$ cat src/rtl/imm_extend_pipe.sv
// ---------------------------------------------------------------------------
// imm_extend_pipe
//
// Purpose:
//   Registered immediate-extension stage with valid/ready handshakes on both
//   sides. An accepted raw immediate is extended to OUT_W bits according to
//   in_mode. The result is registered and presented one cycle later.
//     00 SEXT  : sign-extend
//     01 ZEXT  : zero-extend
//     10 UPPER : immediate placed in the top bits, zeros below
//     11 BOFS  : sign-extend, then shift left by 2 (branch offset)
//
// Configuration:
//   IMM_EXT_SKID_EN - when defined, a one-entry skid buffer is compiled in.
//                     in_ready is then a pure register output with no
//                     combinational path from out_ready. When undefined,
//                     in_ready = ~out_valid | out_ready.
//
// Ports:
//   clk       in   1      rising-edge clock
//   rst_n     in   1      asynchronous active-low reset
//   in_valid  in   1      input qualifier
//   in_ready  out  1      block accepts the input this cycle
//   in_data   in   IN_W   raw immediate field
//   in_mode   in   2      extension mode
//   out_valid out  1      output qualifier
//   out_ready in   1      consumer accepts out_data this cycle
//   out_data  out  OUT_W  extended result
// ---------------------------------------------------------------------------
module imm_extend_pipe #(
  parameter int IN_W  = 16,
  parameter int OUT_W = 32
) (
  input  logic             clk,
  input  logic             rst_n,
  input  logic             in_valid,
  output logic             in_ready,
  input  logic [IN_W-1:0]  in_data,
  input  logic [1:0]       in_mode,
  output logic             out_valid,
  input  logic             out_ready,
  output logic [OUT_W-1:0] out_data
);

  localparam int PAD_W = OUT_W - IN_W;

  typedef enum logic [1:0] {
    MODE_SEXT  = 2'b00,
    MODE_ZEXT  = 2'b01,
    MODE_UPPER = 2'b10,
    MODE_BOFS  = 2'b11
  } extModeE;

  logic [OUT_W-1:0] sextVal;
  logic [OUT_W-1:0] extVal;

  logic             outValid_q, outValid_d;
  logic [OUT_W-1:0] outData_q,  outData_d;
  logic             acceptIn;
  logic             outFire;

  // Combinational extension of the presented immediate; only used on the
  // cycle it is accepted, so it is evaluated directly from the input pins.
  always_comb begin
    sextVal = {{PAD_W{in_data[IN_W-1]}}, in_data};
    extVal  = sextVal;
    case (extModeE'(in_mode))
      MODE_SEXT:  extVal = sextVal;
      MODE_ZEXT:  extVal = {{PAD_W{1'b0}}, in_data};
      MODE_UPPER: extVal = {in_data, {PAD_W{1'b0}}};
      MODE_BOFS:  extVal = sextVal << 2;
      default:    extVal = sextVal;
    endcase
  end

  assign acceptIn  = in_valid & in_ready;
  assign outFire   = outValid_q & out_ready;
  assign out_valid = outValid_q;
  assign out_data  = outData_q;

`ifdef IMM_EXT_SKID_EN

  logic             skidValid_q, skidValid_d;
  logic [OUT_W-1:0] skidData_q,  skidData_d;
  logic             inReady_q,   inReady_d;
  logic             outCanLoad;

  // The output register may take a new value when it is empty or draining.
  assign outCanLoad = ~outValid_q | out_ready;
  assign in_ready   = inReady_q;

  // Next-state logic. A parked skid entry always has priority for the output
  // register, which preserves acceptance order. in_ready is low while the
  // skid entry is full, so no acceptance can coincide with a skid drain.
  always_comb begin
    outValid_d  = outValid_q;
    outData_d   = outData_q;
    skidValid_d = skidValid_q;
    skidData_d  = skidData_q;
    if (outCanLoad) begin
      if (skidValid_q) begin
        outValid_d  = 1'b1;
        outData_d   = skidData_q;
        skidValid_d = 1'b0;
      end else if (acceptIn) begin
        outValid_d = 1'b1;
        outData_d  = extVal;
      end else if (outFire) begin
        outValid_d = 1'b0;
      end
    end else if (acceptIn) begin
      skidValid_d = 1'b1;
      skidData_d  = extVal;
    end
    inReady_d = ~skidValid_d;
  end

  // State registers; reset empties both entries and reopens the input.
  always_ff @(posedge clk or negedge rst_n) begin
    if (!rst_n) begin
      outValid_q  <= 1'b0;
      outData_q   <= '0;
      skidValid_q <= 1'b0;
      skidData_q  <= '0;
      inReady_q   <= 1'b1;
    end else begin
      outValid_q  <= outValid_d;
      outData_q   <= outData_d;
      skidValid_q <= skidValid_d;
      skidData_q  <= skidData_d;
      inReady_q   <= inReady_d;
    end
  end

`else

  // Without a skid entry the input is open whenever the output register is
  // empty or is being drained on this edge.
  assign in_ready = ~outValid_q | out_ready;

  // Next-state logic: a new acceptance overwrites (or refills) the output;
  // otherwise a drained output goes empty. out_data keeps its last value.
  always_comb begin
    outValid_d = outValid_q;
    outData_d  = outData_q;
    if (acceptIn) begin
      outValid_d = 1'b1;
      outData_d  = extVal;
    end else if (outFire) begin
      outValid_d = 1'b0;
    end
  end

  // Output register with asynchronous clear.
  always_ff @(posedge clk or negedge rst_n) begin
    if (!rst_n) begin
      outValid_q <= 1'b0;
      outData_q  <= '0;
    end else begin
      outValid_q <= outValid_d;
      outData_q  <= outData_d;
    end
  end

`endif

endmodule
$ cat config.mk
export PLATFORM = sky130hd
export DESIGN_NAME = imm_extend_pipe
export DESIGN_NICKNAME = d
export VERILOG_FILES = /design/src/rtl/imm_extend_pipe.sv
export SDC_FILE = /design/constraint.sdc
export NUM_CORES = 1
export LEC_CHECK = 0
export ABC_CLOCK_PERIOD_IN_PS = 2000
export BUFFER_PORTS_ARGS = -buffer_cell sky130_fd_sc_hd__buf_4
export CAP_MARGIN = 0
export CORE_MARGIN = 10
export CORE_UTILIZATION = 50
export DETAILED_ROUTE_END_ITERATION = 8
export GPL_TIMING_DRIVEN = 0
export PLACE_DENSITY = 0.8
export RECOVER_POWER = 100
export SYNTH_ARGS = -nofsm -noshare
export SYNTH_HDL_FRONTEND = slang
export SYNTH_SLANG_ARGS = --single-unit
$ cat constraint.sdc
create_clock -name clk -period 2 [get_ports clk]
set_clock_uncertainty 0.1 [all_clocks]
set_input_delay 0.2 -clock clk [delete_from_list [all_inputs] [get_ports clk]]
set_output_delay 0.2 -clock clk [all_outputs]
set_load 0.02 [all_outputs]
==> impl_metrics.py <==
metrics = {
    "drt": {
        "wl_um": 4600,
        "drcViolationCount": 0,
        "viasPerCell": 5.43,
        "num_vias": 1494,
        "final_antenna_net_count": 0,
        "routedWlPerCell_um": 16.7,
        "drtPass1Iterations": 4,
        "drt_iter0_drc": 68,
    },
    "timing": {
        "finalSetupTns_ns": 0,
        "tightest_slew_ns": 0.803,
        "drv_slew": 0,
        "timing.fmax_mhz": 551,
        "setup-violations-final": 0,
        "grt_setup_unrepaired": "false",
        "finalWorstSetupSlack_ns": 0.185,
        "slew-limit-headroom_pct": 46.4,
        "fin_crit_ns": 1.82,
        "hold_viol_final": 0,
        "min_period_over_period_pct": 90.8,
    },
    "job": {
        "cap_violations": 0,
    },
    "cts": {
        "cts_buffers": 5,
        "cts-root-buf": "clkbuf_4",
        "clkTransAtPathRegs_ns": 0.10,
        "cts.repair.resized": 0,
        "clkLatencyLatePin_ns": 0.32,
        "cts_htree_levels": 2,
        "cts.sinks": 33,
        "cts_tree": "done",
        "clockBufferDepth": 2,
    },
    "floorplan": {
        "io_pins": 56,
        "die_area_mm2": 0.00601,
        "row_count": 20,
        "coreArea_mm2": 0.00310,
        "die_w_um": 77.5,
        "initial_core_util_pct": 53.3,
        "die_h_um": 77.5,
    },
    "synth": {
        "yosys_most_used_dff": "dfrtp_1",
        "syn_nets": 190,
        "synthCells": 168,
        "synth_edf_count": 0,
        "ys_ff_latch": 33,
        "yosysUniqueCellTypes": 23,
        "ys_seq_area_share_pct": 50.0,
        "syn_avg_cell_area_um2": 9.84,
        "synthArstFlopShare_pct": 100,
        "synth_area_mm2": 0.00165,
        "ys_warn_count": 0,
    },
    "finish": {
        "area_growth_pct": 22.3,
        "final_cell_mix": "a21oi_1 (44), clkbuf_1 (37), dfrtp_1 (33), nor2b_1 (26), buf_4 (23)",
        "finalNetCount": 252,
        "final_layout_size_suffix_gt1_share_pct": 19.0,
        "final_common_cell": "a21oi_1",
        "diodes": 0,
    },
    "global_route": {
        "grtUsageTotal_pct": 15.2,
        "grt.overflow.total": 0,
        "grtUsageMet1_pct": 17.7,
        "grt_max_degree": 34,
        "busiest_layer": "met2",
        "grt_use_met3_pct": 5.99,
        "grt_pass1_vias": 1512,
        "grt_pass1_wl_um": 7650,
        "antenna_found_initial": 0,
        "use_met2_pct": 26.1,
    },
    "worst_setup_path": {
        "end_kind": "primary output",
        "timing.rr.start": "out_valid",
        "crit_required_ns": 1.70,
        "crit_fanout": 10,
        "path_class": "reg2out",
        "startpoint_type": "register",
        "critPathLaunch": "out_valid",
        "cp_data_arrival_time_ns": 1.52,
    },
    "placed_design": {
        "port_buffers": 54,
        "dp_hpwl_um": 3620,
        "dpl_worst_slack_ns": 0.561,
        "gp_congestion": 0.921,
    },
    "pwr": {
        "p_leak_nw": 0.861,
        "power_density_mw_per_mm2": 826,
        "peakVddDrop_mv": 0.505,
        "p_total_mw": 1.67,
    },
    "min_path": {
        "min_path_type": "in2reg",
        "hold_start": "in_data[1]",
    },
    "run_status": {
        "outcome": "completed",
    },
}
==> cells by family (layout without fill, tap and decap cells) <==
logic type	count (synthesis)	in the layout	synth area share (%)
AOI/OAI and AO/OA	80	80	29.1
muxes	1	1	0.681
buffers and inverters	20	83	7.34
DFF	33	33	50.0
and+or+nand+nor	34	34	12.9
==> through the flow <==
stage          hold WS [ns]  instance area [um2]  std cells  utilization [%]
2_1_floorplan        -0.196                 1650        168                -
3_5_place_dp         0.0663                 2110        266             68.1
4_1_cts              0.0364                 2170        275             70.1
3_3_place_gp         0.0554                 2110        266             68.1
5_1_grt              0.0304                 2020        275             65.2
6_report             0.0346                 2020        275             65.2
==> report_power, final <==
group / leakage (nW) / switching (mW) / total, mW / internal (mW)
Combinational: 0.446 / 0.316 / 0.494 / 0.178
Sequential: 0.382 / 0.0568 / 0.820 / 0.763
Clock: 0.0320 / 0.222 / 0.356 / 0.134
==> cell type report <==
class                      count  area, um2
multi-input combinational    115        691
clock buffer                   6       41.3
fill                         318       1080
inverter                       5       18.8
sequential                    33        826
clock inverter                 2       10.0
timing repair buffer          55        287
buffer                        15       93.8
tap                           44       55.1
==> critical path, cell delays in order, from the launching register on <==
cell and delay (ns):
dfrtp_1 0.40, nor2b_1 0.15, buf_6 0.13, inv_2 0.12
buf_4 0.19, clkbuf_2 0.19
==> cell usage after synthesis (2+ instances only) <==
library cell,instances,share of area [%]
a21oi_1,44,13
a2bb2oi_1,14,7.4
and2_1,2,0.76
and2b_1,2,0.91
buf_2,6,1.8
buf_4,4,1.8
buf_6,3,2.0
dfrtp_1,33,50
inv_1,3,0.68
inv_2,2,0.45
nand2_1,2,0.45
nor2b_1,26,9.8
o21ai_0,16,4.8
o41ai_1,2,1.1
==> state kept, by name, indices dropped and copies added (netlist names) <==
register	cells
out_valid	1
out_data	32
==> repair_timing <==
item,CTS,global route
hold buffers,1,0
endpoints found under the hold margin,33,0
setup buffers,0,0
endpoints found under the setup margin,0,0
==> final timing paths <==
check	to	slack, ns	cells past startpoint
max	in_ready	0.18	5
min	out_data[1]	0.03	3
max reg2reg	out_data[21]	0.24	5
min reg2reg	out_data[31]	0.42	2
max in group asynchronous	out_data[4]	0.91	2
min in group asynchronous	out_data[29]	0.38	2
==> per-layer routing <==
metal,vias to the layer above,wire [um],share of wire [%]
met5,-,0,0
met1,727,1900,41
met3,4,314,6.8
li1,715,-,-
met4,0,26,0.56
met2,48,2360,51
(Power assumes the default switching activity.)
